==> config.mk <==
export PLATFORM = sky130hd
export DESIGN_NAME = requant_rr_scheduler
export DESIGN_NICKNAME = d
export VERILOG_FILES = /design/src/rtl/requant_rr_scheduler.sv
export SDC_FILE = /design/constraint.sdc
export NUM_CORES = 1
export LEC_CHECK = 0
export CORE_MARGIN = 1
export CORE_UTILIZATION = 48
export CTS_CLUSTER_SIZE = 10
export DETAILED_ROUTE_END_ITERATION = 7
export GPL_ROUTABILITY_DRIVEN = 0
export PLACE_DENSITY = 0.8
export SLEW_MARGIN = 15
export SYNTH_ARGS = -nofsm -noshare
export SYNTH_HDL_FRONTEND = slang
export SYNTH_SLANG_ARGS = --single-unit
==> constraint.sdc <==
create_clock -name clk -period 5.7 [get_ports clk]
set_input_delay 1.71 -clock clk [delete_from_list [all_inputs] [get_ports clk]]
set_output_delay 1.71 -clock clk [all_outputs]
set_load 0.03 [all_outputs]
==> src/rtl/requant_rr_scheduler.sv <==
// requant_rr_scheduler
//   Round-robin arbiter feeding a two-stage requantisation pipeline. Stage A
//   rounds the selected sample (round-half-to-even, right shift by the active
//   fraction length). Stage B saturates the result to OUT_WLEN bits and
//   presents it on a valid/ready output. Configuration changes are queued and
//   applied only once the pipeline is empty.
//
// Ports
//   clk, rst_n               clock, synchronous active-low reset
//   req_valid/ready/data     per-requester input handshake, packed samples
//   cfg_load/flen/signed     configuration request; cfg_busy while pending
//   out_valid/ready/data     result handshake
//   out_id, out_sat          source requester and saturation flag of out_data
//   sat_count, sat_clr       saturating count of delivered saturated results

module requant_rr_scheduler #(
  parameter int unsigned NUM_REQ  = 4,
  parameter int unsigned IN_WLEN  = 16,
  parameter int unsigned OUT_WLEN = 12,
  parameter int unsigned FLEN_W   = 4,
  localparam int unsigned IdW     = $clog2(NUM_REQ)
) (
  input  logic                       clk,
  input  logic                       rst_n,
  input  logic [NUM_REQ-1:0]         req_valid,
  output logic [NUM_REQ-1:0]         req_ready,
  input  logic [NUM_REQ*IN_WLEN-1:0] req_data,
  input  logic                       cfg_load,
  input  logic [FLEN_W-1:0]          cfg_flen,
  input  logic                       cfg_signed,
  output logic                       cfg_busy,
  output logic                       out_valid,
  input  logic                       out_ready,
  output logic [OUT_WLEN-1:0]        out_data,
  output logic [IdW-1:0]             out_id,
  output logic                       out_sat,
  output logic [15:0]                sat_count,
  input  logic                       sat_clr
);

  // One guard bit above the input keeps the rounding increment from overflowing.
  localparam int unsigned AW   = IN_WLEN + 1;
  localparam int unsigned SumW = IdW + 1;

  localparam logic [AW-1:0] SMax = AW'((1 << (OUT_WLEN - 1)) - 1);
  localparam logic [AW-1:0] SMin = ~SMax;
  localparam logic [AW-1:0] UMax = AW'((1 << OUT_WLEN) - 1);

  // Architectural state
  logic [IdW-1:0]      rr_ptr_q, rr_ptr_d;
  logic                a_valid_q, a_valid_d;
  logic [IdW-1:0]      a_id_q;
  logic [AW-1:0]       a_val_q;
  logic                a_signed_q;
  logic                out_valid_q, out_valid_d;
  logic [OUT_WLEN-1:0] out_data_q;
  logic [IdW-1:0]      out_id_q;
  logic                out_sat_q;
  logic [15:0]         sat_count_q, sat_count_d;
  logic [FLEN_W-1:0]   act_flen_q, pend_flen_q;
  logic                act_signed_q, pend_signed_q;
  logic                pend_q;

  // Handshake and arbitration
  logic                b_adv, a_free, accept, pipe_empty;
  logic                grant_vld;
  logic [IdW-1:0]      grant_id;
  logic [NUM_REQ-1:0]  grant_oh;
  logic [SumW-1:0]     sum;

  assign b_adv      = !out_valid_q || out_ready;
  assign a_free     = !a_valid_q || b_adv;
  assign pipe_empty = !a_valid_q && !out_valid_q;

  // First valid requester at or above rr_ptr_q, wrapping around.
  always_comb begin
    grant_vld = 1'b0;
    grant_id  = '0;
    sum       = '0;
    for (int i = 0; i < NUM_REQ; i++) begin
      sum = {1'b0, rr_ptr_q} + SumW'(i);
      if (sum >= SumW'(NUM_REQ)) sum = sum - SumW'(NUM_REQ);
      if (!grant_vld && req_valid[sum[IdW-1:0]]) begin
        grant_vld = 1'b1;
        grant_id  = sum[IdW-1:0];
      end
    end
  end

  always_comb begin
    grant_oh           = '0;
    grant_oh[grant_id] = grant_vld;
  end

  assign req_ready = (a_free && !pend_q && rst_n) ? grant_oh : '0;
  assign accept    = |(req_ready & req_valid);

  assign rr_ptr_d = !accept                        ? rr_ptr_q :
                    (grant_id == IdW'(NUM_REQ - 1)) ? '0 : grant_id + IdW'(1);

  // Stage A rounding of the granted sample
  logic [IN_WLEN-1:0] din;
  logic [AW-1:0]      ext, shifted, half_mask, low_mask, rounded;
  logic               rnd;
  int unsigned        f;

  assign din = req_data[int'(grant_id)*IN_WLEN +: IN_WLEN];

  always_comb begin
    f         = (int'(act_flen_q) > IN_WLEN - 1) ? IN_WLEN - 1 : int'(act_flen_q);
    ext       = act_signed_q ? {din[IN_WLEN-1], din} : {1'b0, din};
    shifted   = AW'($signed(ext) >>> f);
    half_mask = '0;
    low_mask  = '0;
    rnd       = 1'b0;
    if (f != 0) begin
      half_mask = AW'(1) << (f - 1);
      low_mask  = half_mask - AW'(1);
      // Half-to-even: round up above half, or at exactly half when odd.
      rnd = |(ext & half_mask) && (shifted[0] || |(ext & low_mask));
    end
    rounded = shifted + AW'(rnd);
  end

  // Stage B saturation of the stage A value
  logic [OUT_WLEN-1:0] sat_data;
  logic                sat_flag;

  always_comb begin
    sat_data = a_val_q[OUT_WLEN-1:0];
    sat_flag = 1'b0;
    if (a_signed_q) begin
      if ($signed(a_val_q) > $signed(SMax)) begin
        sat_data = SMax[OUT_WLEN-1:0];
        sat_flag = 1'b1;
      end else if ($signed(a_val_q) < $signed(SMin)) begin
        sat_data = SMin[OUT_WLEN-1:0];
        sat_flag = 1'b1;
      end
    end else if (a_val_q > UMax) begin
      sat_data = UMax[OUT_WLEN-1:0];
      sat_flag = 1'b1;
    end
  end

  assign a_valid_d   = accept || (a_valid_q && !b_adv);
  assign out_valid_d = b_adv ? a_valid_q : out_valid_q;

  always_comb begin
    sat_count_d = sat_count_q;
    if (sat_clr) begin
      sat_count_d = '0;
    end else if (out_valid_q && out_ready && out_sat_q && (sat_count_q != 16'hFFFF)) begin
      sat_count_d = sat_count_q + 16'd1;
    end
  end

  always_ff @(posedge clk) begin
    if (!rst_n) begin
      rr_ptr_q      <= '0;
      a_valid_q     <= 1'b0;
      a_id_q        <= '0;
      a_val_q       <= '0;
      a_signed_q    <= 1'b1;
      out_valid_q   <= 1'b0;
      out_data_q    <= '0;
      out_id_q      <= '0;
      out_sat_q     <= 1'b0;
      sat_count_q   <= '0;
      act_flen_q    <= '0;
      act_signed_q  <= 1'b1;
      pend_flen_q   <= '0;
      pend_signed_q <= 1'b1;
      pend_q        <= 1'b0;
    end else begin
      rr_ptr_q    <= rr_ptr_d;
      a_valid_q   <= a_valid_d;
      out_valid_q <= out_valid_d;
      sat_count_q <= sat_count_d;
      if (accept) begin
        a_id_q     <= grant_id;
        a_val_q    <= rounded;
        a_signed_q <= act_signed_q;
      end
      if (b_adv && a_valid_q) begin
        out_data_q <= sat_data;
        out_id_q   <= a_id_q;
        out_sat_q  <= sat_flag;
      end
      // Apply the queued configuration once nothing is in flight; a cfg_load
      // on the same edge queues a fresh request behind it.
      if (pend_q && pipe_empty) begin
        act_flen_q   <= pend_flen_q;
        act_signed_q <= pend_signed_q;
        pend_q       <= 1'b0;
      end
      if (cfg_load) begin
        pend_flen_q   <= cfg_flen;
        pend_signed_q <= cfg_signed;
        pend_q        <= 1'b1;
      end
    end
  end

  assign cfg_busy  = pend_q;
  assign out_valid = out_valid_q;
  assign out_data  = out_data_q;
  assign out_id    = out_id_q;
  assign out_sat   = out_sat_q;
  assign sat_count = sat_count_q;

endmodule

==> After elaboration in Yosys (flattened, before gate mapping) <==
Cells that the tools add are included.
{ "word_totals": {"regBits": 66, "input_bits": 78, "word_cells": 117, "output_inout_bits": 37} }
{ "classes": {"magnitude_cmp": 13, "eq_ne": 2, "n_reduce_logical": 31, "n_mux": 36, "n_addsub": 12, "shift": 3, "n_bitwise": 5} }
{ "ops": {"columns": ["operator", "n"], "rows": [
  ["64-bit by 7-bit variable part select with 16-bit output", 1],
  ["12-bit 2-to-1 mux", 4],
  ["17-bit bitwise AND", 2],
  ["17-bit by 12-bit greater-than comparator with 1-bit output, second input constant", 2],
  ["17-bit OR reduction", 2],
  ["1-bit by 32-bit left shift with 17-bit output, first input constant", 1],
  ["2-bit 2-to-1 mux", 9],
  ["17-bit by 1-bit adder with 17-bit output", 1],
  ["17-bit by 12-bit < comparator with 1-bit output, second input constant", 1],
  ["17-bit 2-to-1 mux", 1],
  ["17-bit by 4-bit >>> shifter with 17-bit output", 1],
  ["17-bit by 1-bit subtractor with 17-bit output, second input constant", 1],
  ["16-bit by 1-bit adder with 16-bit output, second input constant", 1],
  ["1-bit 2-to-1 mux", 16],
  ["16-bit != test, second input constant", 1],
  ["2-bit by 3-bit < comparator with 1-bit output, second input constant", 5],
  ["1-bit logical AND", 14],
  ["3-bit greater-or-equal comparator, second input constant", 3],
  ["4-bit bitwise AND", 2],
  ["1-bit binary-select mux with 2-bit select", 4],
  ["2-bit by 1-bit subtractor with 2-bit output, second input constant", 4],
  ["1-bit logical NOT", 7],
  ["2-bit by 2-bit adder with 3-bit output, second input constant", 2],
  ["4-bit by 1-bit subtractor with 5-bit output, second input constant", 1],
  ["13 further kinds", 16]
]} }

==> Logic depth before layout (Yosys ltp) <==
Gate-level depths: netlist of run 1.
{ "logic_depth": {"ltp_word": 23, "depth_mapped": 25} }

==> Worst setup path after synthesis of run 1 <==
Ideal clock, no wire load.
{ "synth_path": {"path_kind": "in2reg", "start": "input port req_valid[0]", "end": "register a_val_q[10]", "arrival_ps": 5388, "cell_stages": 18, "setup_slack_ps": 238, "cell_sequence": "and2_2 > nand2_1 > nand3_1 > inv_1 > clkbuf_1 > clkbuf_1 > mux2i_1 > mux2i_1 > nand2_1 > nand3_1 > a31oi_1 > o221a_2 > ha_1 > ha_1 > a21boi_1 > nand4_4 > or4b_1 > a31oi_1"} }
{ "synth_via": {"elab_chain_cells": 20, "elab_cells_between_ends": 42, "cone_classes": "add/sub (1); order compare (2); shift (2); mux (21); bitwise (4); reduce/logical (12)"} }
{ "synth_lines": {"columns": ["item", "line", "source"], "rows": [
  ["start, declared", "25", "input logic [NUM_REQ-1:0] req_valid,"],
  ["1-bit binary-select mux with 2-bit select", "83", "if (!grant_vld && req_valid[sum[IdW-1:0]]) begin"],
  ["1-bit 2-to-1 mux (not written as such)", "83", null],
  ["1-bit 2-to-1 mux", "83", null],
  ["1-bit logical NOT", "83", null],
  ["1-bit logical AND", "83", null],
  ["1-bit 2-to-1 mux", "83", null],
  ["1-bit logical NOT", "83", null],
  ["1-bit logical AND", "83", null],
  ["[4 not listed]", null, null],
  ["named net grant_id[0]", "67", "logic [IdW-1:0] grant_id;"],
  ["64-bit by 7-bit variable part select with 16-bit output (tied with other cells)", "107", "assign din = req_data[int'(grant_id)*IN_WLEN +: IN_WLEN];"],
  ["17-bit 2-to-1 mux / 1-bit logical AND (equally long branches)", "111, 92", null],
  ["17-bit bitwise AND / 1-bit 2-to-1 mux (equally long branches)", "120, 92", null],
  ["17-bit OR reduction / 1-bit demux with 2-bit select (equally long branches)", "120, 92", null],
  ["1-bit logical OR / 4-bit bitwise AND (equally long branches)", null, null],
  ["1-bit logical AND / 4-bit 2-to-1 mux (equally long branches)", "120, 95", null],
  ["1-bit 2-to-1 mux / 4-bit bitwise AND (equally long branches)", "116, 96", null],
  ["17-bit by 1-bit adder with 17-bit output / 4-bit OR reduction (equally long branches)", "122, 96", null],
  ["end signal, assigned", "182", "a_val_q <= rounded;"],
  ["end, declared", "53", "logic [AW-1:0] a_val_q;"]
]} }
Mark *: on every way through the listed nets, which the timed path passes. The rest lies on a longest branch. The select of a mux whose other input is x is not followed.
A chain may end at the register's enable or synchronous reset.

==> Worst setup path in the final report of run 1 <==
{ "layout_path": {"start": "input port req_valid[0]", "end": "register a_val_q[15]"} }
{ "layout_via": {"elab_chain_cells": 20, "elab_cells_between_ends": 42, "cone_classes": "add/sub (1); order compare (2); shift (2); mux (21); bitwise (4); reduce/logical (12)"} }
{ "layout_lines": {"columns": ["item", "line"], "rows": [
  ["1-bit binary-select mux with 2-bit select", "83"],
  ["1-bit 2-to-1 mux (not written as such)", "83"],
  ["1-bit 2-to-1 mux", "83"],
  ["1-bit logical NOT", "83"],
  ["1-bit logical AND", "83"],
  ["1-bit 2-to-1 mux", "83"],
  ["1-bit logical NOT", "83"],
  ["1-bit logical AND", "83"],
  ["[4 not listed]", null],
  ["64-bit by 7-bit variable part select with 16-bit output (tied with other cells)", "107"],
  ["17-bit 2-to-1 mux / 1-bit logical AND (equally long branches)", "111, 92"],
  ["17-bit bitwise AND / 1-bit 2-to-1 mux (equally long branches)", "120, 92"],
  ["17-bit OR reduction / 1-bit demux with 2-bit select (equally long branches)", "120, 92"],
  ["1-bit logical OR / 4-bit bitwise AND (equally long branches)", null],
  ["1-bit logical AND / 4-bit 2-to-1 mux (equally long branches)", "120, 95"],
  ["1-bit 2-to-1 mux / 4-bit bitwise AND (equally long branches)", "116, 96"],
  ["17-bit by 1-bit adder with 17-bit output / 4-bit OR reduction (equally long branches)", "122, 96"]
]} }
Several ways; a longest one is shown, not always the timed one. The select of a mux whose other input is x is not followed.

==> results of run 1 <==
-- routing by layer --
| layer | vias up | global-route usage [%] |
|---|---|---|
| met2 | 434 | 53.32 |
| met4 | 0 | 13.62 |
| met1 | 3192 | 39.70 |
| met3 | 85 | 7.943 |
| li1 | 3202 | - |
| met5 | - | 0 |
-- layout make-up --
cell class,instances,area share [%]
Multi-Input combinational cell,646,52.21
Timing Repair Buffer,201,23.60
Sequential cell,66,17.15
Clock buffer,10,3.102
Tap cell,140,2.273
Clock inverter,6,0.8444
Inverter,17,0.8282
-- what timing repair did --
| action | in CTS | in global routing |
|---|---|---|
| pin swaps | 0 | 1 |
| cloned | 0 | 0 |
| setup buffers | 0 | 2 |
| hold buffers | 0 | 0 |
| resized for setup | 1 | 19 |
| setup endpoints to repair | 1 | 12 |
| hold endpoints to repair | 0 | 0 |
-- synthesized netlist by cell type (3+ instances only) --
master / instances / area, um^2
sky130_fd_sc_hd__a21o_1: 4 / 30.03
sky130_fd_sc_hd__nand4_1: 22 / 137.6
sky130_fd_sc_hd__clkinv_1: 3 / 11.26
sky130_fd_sc_hd__xor2_1: 15 / 131.4
sky130_fd_sc_hd__or4_1: 3 / 22.52
sky130_fd_sc_hd__nand2b_1: 6 / 37.54
sky130_fd_sc_hd__buf_1: 3 / 11.26
sky130_fd_sc_hd__mux4_2: 6 / 135.1
sky130_fd_sc_hd__nor2_1: 82 / 307.8
sky130_fd_sc_hd__a31oi_1: 16 / 100.1
sky130_fd_sc_hd__buf_2: 5 / 25.02
sky130_fd_sc_hd__o21ai_1: 6 / 30.03
sky130_fd_sc_hd__nor3_1: 17 / 85.08
sky130_fd_sc_hd__a22oi_1: 12 / 90.09
sky130_fd_sc_hd__xnor2_1: 12 / 105.1
sky130_fd_sc_hd__mux2i_1: 26 / 260.3
sky130_fd_sc_hd__ha_1: 16 / 200.2
sky130_fd_sc_hd__inv_1: 12 / 45.04
sky130_fd_sc_hd__and2_1: 19 / 118.9
sky130_fd_sc_hd__nor4_1: 6 / 37.54
sky130_fd_sc_hd__nand2_1: 69 / 259.0
sky130_fd_sc_hd__nand3_1: 96 / 480.5
sky130_fd_sc_hd__o21ai_0: 68 / 340.3
sky130_fd_sc_hd__dfxtp_1: 66 / 1321
sky130_fd_sc_hd__nor2b_1: 3 / 18.77
sky130_fd_sc_hd__or3_1: 3 / 18.77
sky130_fd_sc_hd__clkbuf_1: 37 / 138.9
sky130_fd_sc_hd__and3_1: 8 / 50.05
sky130_fd_sc_hd__o221ai_1: 4 / 35.03
sky130_fd_sc_hd__o22ai_1: 8 / 50.05
sky130_fd_sc_hd__a41oi_1: 3 / 26.28
sky130_fd_sc_hd__a211oi_1: 6 / 45.04
sky130_fd_sc_hd__o21a_1: 3 / 22.52
sky130_fd_sc_hd__o211ai_1: 10 / 75.07
sky130_fd_sc_hd__a21oi_1: 53 / 265.3
-- placed cells by master (no fill, tap or decap), drive strengths merged, types with 3 or more instances in the layout --
| master | synthesis | layout |
|---|---|---|
| a211oi | 7 | 7 |
| a21o | 4 | 4 |
| a21oi | 53 | 53 |
| a22oi | 12 | 12 |
| a31oi | 16 | 16 |
| a41oi | 3 | 3 |
| and2 | 20 | 20 |
| and3 | 8 | 8 |
| buf | 10 | 91 |
| clkbuf | 37 | 10 |
| clkdlybuf4s50 | 0 | 109 |
| clkinv | 3 | 6 |
| dfxtp | 66 | 66 |
| ha | 16 | 16 |
| inv | 14 | 15 |
| mux2i | 26 | 26 |
| mux4 | 6 | 6 |
| nand2 | 69 | 69 |
| nand2b | 7 | 7 |
| nand3 | 96 | 96 |
| nand4 | 24 | 24 |
| nor2 | 82 | 82 |
| nor2b | 3 | 3 |
| nor3 | 17 | 17 |
| nor4 | 6 | 6 |
| o211ai | 11 | 11 |
| o21a | 3 | 3 |
| o21ai | 74 | 74 |
| o221a | 3 | 3 |
| o221ai | 4 | 4 |
| o22ai | 8 | 8 |
| or2 | 4 | 4 |
| or3 | 3 | 3 |
| or4 | 3 | 3 |
| xnor2 | 12 | 12 |
| xor2 | 15 | 15 |
-- final timing paths --
| check | from | to | depth (start not counted) |
|---|---|---|---|
| max | req_valid[0] | a_val_q[15] | 16 |
| min | a_val_q[1] | a_val_q[1] | 2 |
| max reg2reg | act_flen_q[0] | a_val_q[2] | 21 |
| min reg2reg | a_val_q[1] | a_val_q[1] | 2 |
-- kinds of logic after synthesis --
logic type,after synthesis,synth area share [%]
AO/OA/AOI/OAI,222,25.45
XOR/XNOR,27,4.272
adder cells (fa/ha/maj),16,3.617
buffers and inverters,64,4.588
flip-flops,66,23.87
multiplexers,34,7.550
AND/OR/NAND/NOR,347,30.65
-- stage by stage --
stage / hold WS [ns] / TNS [ns] / instances / util, %
after global placement: 0.4432 / -0.3491 / 1068 / 66.08
final: 0.4561 / 0 / 1086 / 69.85
after global routing: 0.4783 / -0.03209 / 1086 / 69.85
after CTS: 0.4603 / 0 / 1084 / 68.87
after detailed placement: 0.4487 / -1.864 / 1068 / 66.08
after floorplan: 0.4287 / 0 / 776 / -
-- power groups by stage --
stage | registers, mW | clock network, mW | logic, mW
floorplan | 0.551 | 0 | 0.502
global placement | 0.539 | 0 | 0.828
detailed placement | 0.541 | 0 | 0.851
CTS | 0.532 | 0.564 | 0.860
global route | 0.539 | 0.582 | 0.973
finish | 0.533 | 0.556 | 0.905
-- worst min-delay path: stages (launching register included) --
cell and delay [ns]:
sky130_fd_sc_hd__dfxtp_1 0.31, sky130_fd_sc_hd__nand2_1 0.05, sky130_fd_sc_hd__a21oi_1 0.05
-- sequential cells by signal, summed over array words and instances, names as in the netlist --
| name | cells |
|---|---|
| pend_signed_q | 1 |
| pend_flen_q | 4 |
| rr_ptr_q | 2 |
| out_sat | 1 |
| out_data | 12 |
| out_valid | 1 |
| out_id | 2 |
| a_signed_q | 1 |
| a_id_q | 2 |
| act_signed_q | 1 |
| a_valid_q | 1 |
| a_val_q | 17 |
| sat_count | 16 |
| act_flen_q | 4 |
| cfg_busy | 1 |
==> impl.org, run 1 <==
** Finish
- Register area :: 1321 um^2
- After the last flow step, the layout net total stands at 1035.
- With fillers left out, the area of the finished cells amounts to 7705 um^2.
- Area of combinational cells with multiple inputs :: 4023 um^2
- Compared with the post-synthesis result, the final layout area differs by 39.20%.
- Layout cell share with drive strength beyond 1 :: 15.01%
- 0 antenna diodes ended up in the layout.
- After filler insertion, the fill cell instance count of the layout stands at 882.

** Clock tree
- The clock reaches the later pin of the worst-skew pair after 0.33 ns.
- Counting the buffers created by CTS gives 9.
- Clock tree from TritonCTS :: yes
- After clock tree synthesis, the clock-pin slew on the worst setup and hold paths is 0.05 ns.
- The H-tree was split into 3 levels.
- Root buffer cell :: sky130_fd_sc_hd__clkbuf_16
- The longest clock path from root to sink contains 2 buffers.
- The clock net in this run drives a total of 66 sinks.

** GRT
- Overall fraction of global-route tracks in use :: 32.20%
- The initial antenna violation count is 0.
- Number of global-route vias before repair :: 6580
- First-pass GRT wire length :: 30.74 mm
- Entering global routing, the biggest net connects 30 pins.
- Overall overflow remaining after global route :: 0

** Place
- Input and output buffers added on the ports amount to 114.
- Post-DP HPWL :: 14.47 mm
- Placed instance area :: 7289 um^2
- Worst setup timing slack at the placement stage :: -0.3404 ns

** Critical path
- For this run, the slowest stage of the critical path takes 0.51 ns.
- Critical path buffers and inverters :: 1
- In this run the register-to-register setup slack is 0.84 ns.
- CP endpoint kind :: register
- Traced cell by cell, the critical path runs through clkdlybuf4s50_1, and2_2, o211a_4, o21ai_0, and2_1, mux4_2, mux2_2, nor2_1, a211oi_1, a31oi_1, o221a_2, ha_1, a21boi_1, nand4_1, or3_1, a31oi_1.
- Family with the most delay on the worst path :: compound AO/OA/AOI/OAI gates
- Cell with the largest stage delay on the worst path :: sky130_fd_sc_hd__mux4_2
- Critical path data required time :: 5.96 ns
- STA classifies the critical path startpoint as an input port.
- Counting stages on the worst path, the most repeated cell is sky130_fd_sc_hd__a31oi_1.
- Largest fanout on the critical path :: 8
- Arrival @ worst endpoint :: 5.78 ns
- Classification of the worst setup path :: in2reg

** Detailed routing
- Total DRC errors in the routed layout :: 0
- Post-DRT Antenna Nets :: 0
- Number of vias after detailed routing :: 6913
- Met2 routed WL :: 8.934 mm
- Routed via count divided by cell count :: 6.366
- First-iteration detailed-routing DRC count :: 995
- Dividing the detail-routed wire length by the instance count gives 17.60 um.
- Met3 routed wirelength :: 2.078 mm
- The detailed router put a total of 7.356 mm of wire on met1.
- The detailed router used layers up to and including met4.
- Detailed Routing Iterations Pass 1 :: 6
- Post-Route WL :: 19.11 mm

** STA
- Tightest Pin Transition :: 0.8836 ns
- Final number of max-transition violations :: 0
- Period utilization :: 96.89%
- Across all setup checks in the final design, the least slack found is 0.1772 ns.
- Normalized max-slew margin :: 41.10%
- Static timing analysis puts the maximum clock frequency at 181.1 MHz.
- The total count of hold-check failures in the final report came to 0.
- Time the final worst path needs with I/O delays and setup :: 5.523 ns
- Final setup vio count :: 0
- Unrepaired setup endpoints after global routing :: true
- Clock Skews :: 0.006306 ns

** Power and ir drop
- In this run, the clock network consumes 27.9% of the power.
- Of the total power, combinational logic draws 45.4%.
- Max IR drop VDD :: 0.1538 mV
- The analysis attributes to net switching a power of 751.3 uW.
- Leakage power summed over all cells :: 3.002 nW
- Pwr per Cell Area :: 258.8 nW/um^2
- Registers are responsible for 26.7% of the overall power.
- Switching share of power :: 37.68%
- Total power :: 1.994 mW
- Internal power comes to 1.243 mW.

** Hold path
- The tightest min-delay check is of the reg2reg type.

** Floorplanning
- The die covers 11970 um^2.
- Core Rows :: 38
- Chip width :: 109.4 um
- The die is 109.4 um tall.
- The floorplan step defined a core boundary enclosing 11030 um^2.
- 115 I/O pins were placed.
- Initial Utilization :: 50.18%

** Synth
- The cell area that synthesis handed to floorplanning was 5535 um^2.
- Share of the yosys chip area belonging to registers :: 23.87%
- In the synthesized netlist the dominant register cell turns out to be sky130_fd_sc_hd__dfxtp_1.
- The Yosys step of the flow raised 0 warnings.
- Seq cells post-synth :: 66
- A synthesized cell averages 7.133 um^2.
- Post-synth net total :: 870
- Cells after synthesis :: 776
- The number of different library cells used by synthesis comes to 70.
- EDFF count, synth :: 0
- Share of flip-flops with an asynchronous set or reset after synthesis :: 0%

** Run status
- The flow ran to the end, and the final reports show no timing, DRC or antenna violations.

** Run
- Max-cap violation count :: 0
No activity file was read; power rests on OpenSTA's default activity.
==> inputs of run 2 (changes only) <==
- CORE_UTILIZATION: 48 -> 50
- PLACE_DENSITY: 0.8 -> 0.79
- RECOVER_POWER: unset -> 100
- TNS_END_PERCENT: unset -> 5
- clock period: 5.7 -> 5.4 ns (I/O delays scaled with it)
==> run 2 against run 1 <==
  * Clock skew increased by 0.0033 ns
  * Wire length down 0.23%
  * Final cell count is 3.3% higher
  * First-iteration DRC count down 19%
  * Highest routed layer unchanged
==> impl.org, run 2 (synthesis results as in run 1) <==
** GRT
- Number of global-route vias before repair :: 6602
- Global routing consumed, over all layers together, 33.39% of the routing resources.
- Overall overflow remaining after global route :: 0
- Initial antenna violation count :: 0
- Pin count of the biggest net entering global routing :: 30
- First-pass GRT wire length :: 31.01 mm

** Place
- Post-placement cell count :: 1102
- Placed instance area :: 7582 um^2
- Port buffering added 114 buffers.
- Post-DP HPWL :: 14.57 mm

** STA
- Period utilization :: 98.33%
- The tightest hold path in the finished design has a slack of 0.4565 ns.
- Time the final worst path needs with I/O delays and setup :: 5.310 ns
- Peak Freq :: 188.3 MHz
- After routing, the total negative slack on setup checks comes to 0 ns.
- The total count of max-transition violations in the final report came to 0.
- Setup violations remaining at the end of the flow were counted as 0.
- Normalized max-slew margin :: 22.78%
- Clock Skews :: 0.009559 ns
- Tightest Pin Transition :: 1.158 ns
- Number of hold violations in the final report :: 0

** Hold path
- The worst hold path belongs to the class reg2reg.

** Critical path
- STA classifies the critical path startpoint as an input port.
- CP endpoint kind :: register
- Arrival @ worst endpoint :: 5.58 ns
- Classification of the worst setup path :: in2reg
- Largest fanout on the critical path :: 7
- Data on the critical path is required at its endpoint by 5.67 ns.

** Finish
- Area growth from synthesis to layout :: 43.13%
- Highest-count cells in the layout ignoring fill and taps :: 117 x sky130_fd_sc_hd__buf_4, 91 x sky130_fd_sc_hd__nand3_1, 81 x sky130_fd_sc_hd__nor2_1, 73 x sky130_fd_sc_hd__clkdlybuf4s50_1, 69 x sky130_fd_sc_hd__nand2_1
- Area of combinational cells with multiple inputs :: 4065 um^2
- After the flow finishes, the layout carries non-filler instances totaling 1122.
- Fill cell instance count of the final layout :: 816
- The register with the most flip-flops in the final layout is a_val_q.
- Post-Layout Inst Area :: 7923 um^2
- Leading cell type in the layout, fill and taps excluded :: sky130_fd_sc_hd__buf_4
- Layout cell share with drive strength beyond 1 :: 18.64%
- Final Util :: 73.41%
- 0 antenna diodes ended up in the layout.
- In the final layout, flip-flops and latches occupy 1321 um^2.
- Max reg flops :: 17
- The final layout contains 1072 nets.

** Run
- Across the run, the number of max-cap violations was 0.

** Clock tree
- Inserted Clock Buffers :: 9
- Clk pin slew, worst setup/hold paths :: 0.07 ns
- Clock tree from TritonCTS :: yes
- The clock net in this run drives a total of 66 sinks.
- In this run the deepest clock path goes through 2 buffers.
- Buffers inserted to repair hold after CTS numbered 0.
- Insertion delay of the later-clocked pin in the worst-skew pair :: 0.34 ns
- The H-tree generated during clock tree synthesis spans 3 levels.
- The tree is rooted in a sky130_fd_sc_hd__clkbuf_8.

** Detailed routing
- The pre-antenna-repair detailed-routing pass consisted of 7 iterations.
- Once detail routing completed, the nets flagged for antenna violations numbered 0.
- The final route contains 7062 vias.
- Dividing the detail-routed wire length by the instance count gives 16.99 um.
- Routed via count divided by cell count :: 6.294
- Post-Route WL :: 19.07 mm
- In the routed design, unresolved DRC markers number 0.
- First-iteration detailed-routing DRC count :: 803

** Floorplanning
- The die covers 11500 um^2.
- The core region is 10790 um^2.
- Total I/O pin count :: 115
- For this configuration, the core starts out at a cell density of 51.29%.
- Height of the die :: 107.2 um
- Core Rows :: 38
- The die is 107.2 um wide.

** Power and ir drop
- Max IR drop VDD :: 0.1941 mV
- The analysis attributes to cell leakage a power of 3.243 nW.
- Pwr per Cell Area :: 249.6 nW/um^2

** Run status
- The run finished with clean final reports.
[run 2: cell count changes in the layout (fill, tap and decap cells not counted), moves of 4 or more]
| cell | delta |
|---|---|
| sky130_fd_sc_hd__dlygate4sd3_1 | +35 |
| sky130_fd_sc_hd__clkbuf_8 | +9 |
| sky130_fd_sc_hd__clkbuf_1 | +4 |
| sky130_fd_sc_hd__clkdlybuf4s50_1 | -36 |
| sky130_fd_sc_hd__and2_4 | +4 |
| sky130_fd_sc_hd__buf_4 | +32 |
| sky130_fd_sc_hd__and2_1 | -4 |
| sky130_fd_sc_hd__clkbuf_16 | -9 |
[run 2: layout make-up]
| type | count | area share, % |
|---|---|---|
| Multi-Input combinational cell | 646 | 51.31 |
| Timing Repair Buffer | 238 | 26.63 |
| Sequential cell | 66 | 16.68 |
| Tap cell | 140 | 2.211 |
| Clock buffer | 12 | 1.832 |
| Inverter | 17 | 0.8370 |
| Clock inverter | 3 | 0.5054 |
[run 2: worst paths after layout]
path	startpoint	slack [ns]	end	depth (start not counted)
worst max-delay path	req_valid[1]	0.09	a_val_q[14]	17
worst min-delay path	a_id_q[1]	0.46	a_id_q[1]	2
worst max register to register	act_flen_q[0]	0.51	a_val_q[14]	21
worst min register to register	a_id_q[1]	0.46	a_id_q[1]	2
[run 2: report_power, final]
group | internal, mW | total, mW | switching [mW]
combinational | 0.469 | 1.02 | 0.550
clock | 0.222 | 0.396 | 0.174
sequential | 0.530 | 0.563 | 0.0327
total | 1.22 | 1.98 | 0.756
[run 2: timing repair]
item / 4_1_cts / 5_1_grt
gates resized for setup: 4 / 32
hold endpoints to repair: 0 / 0
endpoints found under the setup margin: 4 / 12
pin swaps: 1 / 8
buffers inserted: 0 / 4
cloned: 0 / 1
[run 2: worst max-delay path, cell delays in order]
cell and delay, ns:
sky130_fd_sc_hd__clkdlybuf4s50_1 0.44, sky130_fd_sc_hd__nand2b_4 0.17, sky130_fd_sc_hd__o211ai_4 0.34, sky130_fd_sc_hd__nand3_2 0.17
sky130_fd_sc_hd__and2_4 0.18, sky130_fd_sc_hd__mux4_2 0.46, sky130_fd_sc_hd__mux2_2 0.30, sky130_fd_sc_hd__nor2_2 0.08
sky130_fd_sc_hd__a211oi_1 0.05, sky130_fd_sc_hd__a31oi_1 0.21, sky130_fd_sc_hd__o221a_2 0.22, sky130_fd_sc_hd__ha_2 0.17
sky130_fd_sc_hd__ha_2 0.18, sky130_fd_sc_hd__a21boi_4 0.21, sky130_fd_sc_hd__nand4_4 0.12, sky130_fd_sc_hd__or4_1 0.54
sky130_fd_sc_hd__o211ai_1 0.10
[run 2: routing by layer]
layer,part of all wire [%],track usage (%)
met4,5.6,19.96
met2,47,56.31
met5,0,0
met1,39,40.29
met3,8.2,4.498
[run 2: through the flow]
stage,setup WS (ns),total power [mW]
CTS,0.008021,1.935
global route,-0.05023,2.097
global placement,-0.3381,1.509
detailed placement,-0.4553,1.534
finish,0.09001,1.978
floorplan,0.02824,1.112
==> inputs of run 3 (changes only) <==
- clock period: 5.4 -> 6.1 ns (I/O delays scaled with it)
==> run 3 against run 2 <==
  * Via count fell by 6.8%
  * Combinational power fell by 28%
  * Highest routed layer unchanged
  * Final cell count fell by 7.6%
  * Sequential power fell by 12%
  * Largest cell class unchanged
  * Sequential cell count did not move
  * Register-to-register slack improved by 0.27 ns
  * Core utilization fell by 7.3 points
  * Sequential share of layout area rose by 1.8 points
  * Power fell by 20%
  * Clock power fell by 9.6%
==> impl.org, run 3 (synthesis results as in run 1) <==
** Run status
- Outcome :: complete, no violations

** Power and ir drop
- Leakage power summed over all cells :: 2.790 nW
- Net switching is 40.32% of the power.
- Pwr per Cell Area :: 222.9 nW/um^2
- The design draws 1.590 mW.
- Net switching power :: 641.2 uW
- The clock network is responsible for 22.5% of the overall power.
- IR analysis of the VDD net gives a maximum drop of 0.1504 mV.
- Part of the total power dissipated in sequential elements :: 31.2%
- Internal power summed over all cells :: 949.2 uW
- Logic pwr share :: 46.3%

** Clock tree
- Inserted Clock Buffers :: 9
- Clock tree from TritonCTS :: yes
- Buffers inserted to repair hold after CTS numbered 0.
- After clock tree synthesis, the clock-pin slew on the worst setup and hold paths is 0.07 ns.
- Maximum number of buffers from clock root to sink :: 2
- In this run the number of H-tree levels came out at 3.
- The root buffer cell chosen for the clock tree is sky130_fd_sc_hd__clkbuf_8.
- Insertion delay of the later-clocked pin in the worst-skew pair :: 0.33 ns
- Clock sink count :: 66

** STA
- Number of hold violations in the final report :: 0
- Final setup vio count :: 0
- Based on the critical path, the design can be clocked at up to 171.0 MHz.
- Clock Skews :: 0.007368 ns
- Tightest Pin Transition :: 1.189 ns
- The worst path meets setup with 0.2508 ns of slack.
- Period utilization :: 95.89%
- The total count of max-transition violations in the final report was 0.
- Setup repair after global routing left no endpoint under its margin.
- Across all hold checks on the routed design, the worst slack comes to 0.4528 ns.
- Subtracting the final worst setup slack from the clock period gives 5.849 ns.
- The worst pin sits at a relative slew slack of 20.71%.

** Place
- Post-DP HPWL :: 13.43 mm
- Timing analysis after detailed placement gives a worst setup slack of -0.05369 ns.
- In this run the tool buffered the top-level ports with 114 buffer cells.

** Critical path
- The worst setup path is of the in2reg kind.
- Critical path data required time :: 6.36 ns
- Critical path launch point type :: input port
- In this run the worst setup path begins at req_valid[2].
- STA classifies the critical path endpoint as a register.
- Largest fanout on the critical path :: 6
- The worst register-to-register path begins at act_flen_q[2].
- Arrival @ worst endpoint :: 6.11 ns

** Finish
- More flip-flops sit in one register than any other, and that register is a_val_q.
- Antenna Cells :: 0
- The register with the most flip-flops in the layout has 17 of them.
- Leading cell type in the layout, fill and taps excluded :: sky130_fd_sc_hd__nand3_1
- Area growth from synthesis to layout :: 28.91%
- In the layout the commonest cells are 96 x sky130_fd_sc_hd__nand3_1, 82 x sky130_fd_sc_hd__nor2_1, 75 x sky130_fd_sc_hd__clkdlybuf4s50_1, 69 x sky130_fd_sc_hd__nand2_1, 68 x sky130_fd_sc_hd__o21ai_0.
- The post-route netlist has 9.142% of its cells at a drive strength greater than 1.
- At the end of the flow, the number of nets in the layout was 986.

** Floorplanning
- The floorplan has 38 rows.
- Height of the die :: 107.2 um
- The floorplan step set the die width to 107.2 um.
- Area of the core :: 10790 um^2
- Total I/O pin count :: 115
- The initial utilization of the core area, before any placement, comes to 51.29%.
- The floorplan step defined a die boundary enclosing 11500 um^2.

** GRT
- Initial antenna violation count :: 0
- Entering global routing, the biggest net connects 30 pins.
- Overall fraction of global-route tracks in use :: 30.88%
- After global routing the overflow that remains totals 0.
- Number of global-route vias before repair :: 6045
- The first global-routing pass estimated 28.88 mm of wire.

** Detailed routing
- After the first detailed-routing iteration, the DRC count stood at 715.
- Before antenna repair, the detailed router went through 6 iterations.
- Wire length per cell :: 17.03 um
- In this run the remaining antenna-violating nets after routing total 0.
- The final route contains 6582 vias.
- Post-Route WL :: 17.66 mm
- After detailed routing, the number of remaining DRC violations is 0.
- Routed via count divided by cell count :: 6.347

** Run
- Max-cap violation count :: 0

** Hold path
- Start point of the worst hold path :: a_id_q[0]
- The tightest min-delay check is of the reg2reg type.
-- run 3: cell count changes in the layout (fill, tap and decap cells not counted), sizes merged --
cell | before | now
dlygate4sd2 | 1 | 0
clkinv | 5 | 6
clkdlybuf4s50 | 73 | 75
inv | 14 | 15
buf | 126 | 37
dlymetal6s2s | 1 | 0
clkinvlp | 0 | 2
-- run 3: power by group through the flow --
stage                     logic, mW  clock network, mW  registers [mW]
after floorplan               0.469                  0           0.515
after global placement        0.704                  0           0.504
after detailed placement      0.716                  0           0.506
after CTS                     0.721              0.364           0.496
after global routing          0.793              0.386           0.502
final                         0.736              0.358           0.497
-- run 3: cell type report --
type | count | area (um^2)
Inverter | 17 | 63.81
Clock buffer | 9 | 123.9
Timing Repair Buffer | 152 | 1413
Clock inverter | 7 | 68.82
Fill cell | 935 | 3657
Tap cell | 140 | 175.2
Multi-Input combinational cell | 646 | 3970
Sequential cell | 66 | 1321
-- run 3: what timing repair did --
item	in CTS	in global routing
gates resized for setup	0	1
setup endpoints to repair	0	1
setup buffers	0	0
-- run 3: worst paths after layout --
path	endpoint	slack, ns	cells past startpoint
worst min-delay path	a_id_q[0]	0.45	2
worst max register to register	a_val_q[10]	0.78	21
worst max-delay path	a_val_q[10]	0.25	18
worst min register to register	a_id_q[0]	0.45	2
-- run 3: worst max-delay path: stages --
cell                            delay (ns)
sky130_fd_sc_hd__dlygate4sd3_1        0.65
sky130_fd_sc_hd__mux2i_1              0.20
sky130_fd_sc_hd__or2_1                0.16
sky130_fd_sc_hd__nand3_1              0.18
sky130_fd_sc_hd__inv_1                0.19
sky130_fd_sc_hd__mux4_2               0.53
sky130_fd_sc_hd__mux2_2               0.29
sky130_fd_sc_hd__nor2_1               0.10
sky130_fd_sc_hd__a211oi_1             0.06
sky130_fd_sc_hd__a31oi_1              0.22
sky130_fd_sc_hd__o221a_2              0.23
sky130_fd_sc_hd__ha_1                 0.16
sky130_fd_sc_hd__ha_1                 0.17
sky130_fd_sc_hd__a21boi_1             0.17
sky130_fd_sc_hd__buf_4                0.15
sky130_fd_sc_hd__nand4_4              0.12
sky130_fd_sc_hd__or4b_1               0.53
sky130_fd_sc_hd__a31oi_1              0.16
-- run 3: routing by layer --
metal / track usage (%) / vias to the layer above / wire, um
li1: - / 3106 / -
met1: 37.93 / 2973 / 6951
met2: 53.27 / 414 / 8379
met3: 4.559 / 89 / 1569
met4: 13.60 / 0 / 755
met5: 0 / - / 0
-- run 3: through the flow --
| stage | setup TNS (ns) | std cells | area [um^2] | util [%] |
|---|---|---|---|---|
| finish | 0 | 1037 | 7136 | 66.11 |
| global route | 0 | 1037 | 7136 | 66.11 |
| CTS | 0 | 1037 | 7142 | 66.17 |
| detailed placement | -0.05404 | 1021 | 6949 | 64.39 |
| global placement | 0 | 1021 | 6949 | 64.39 |
| floorplan | 0 | 776 | 5535 | - |
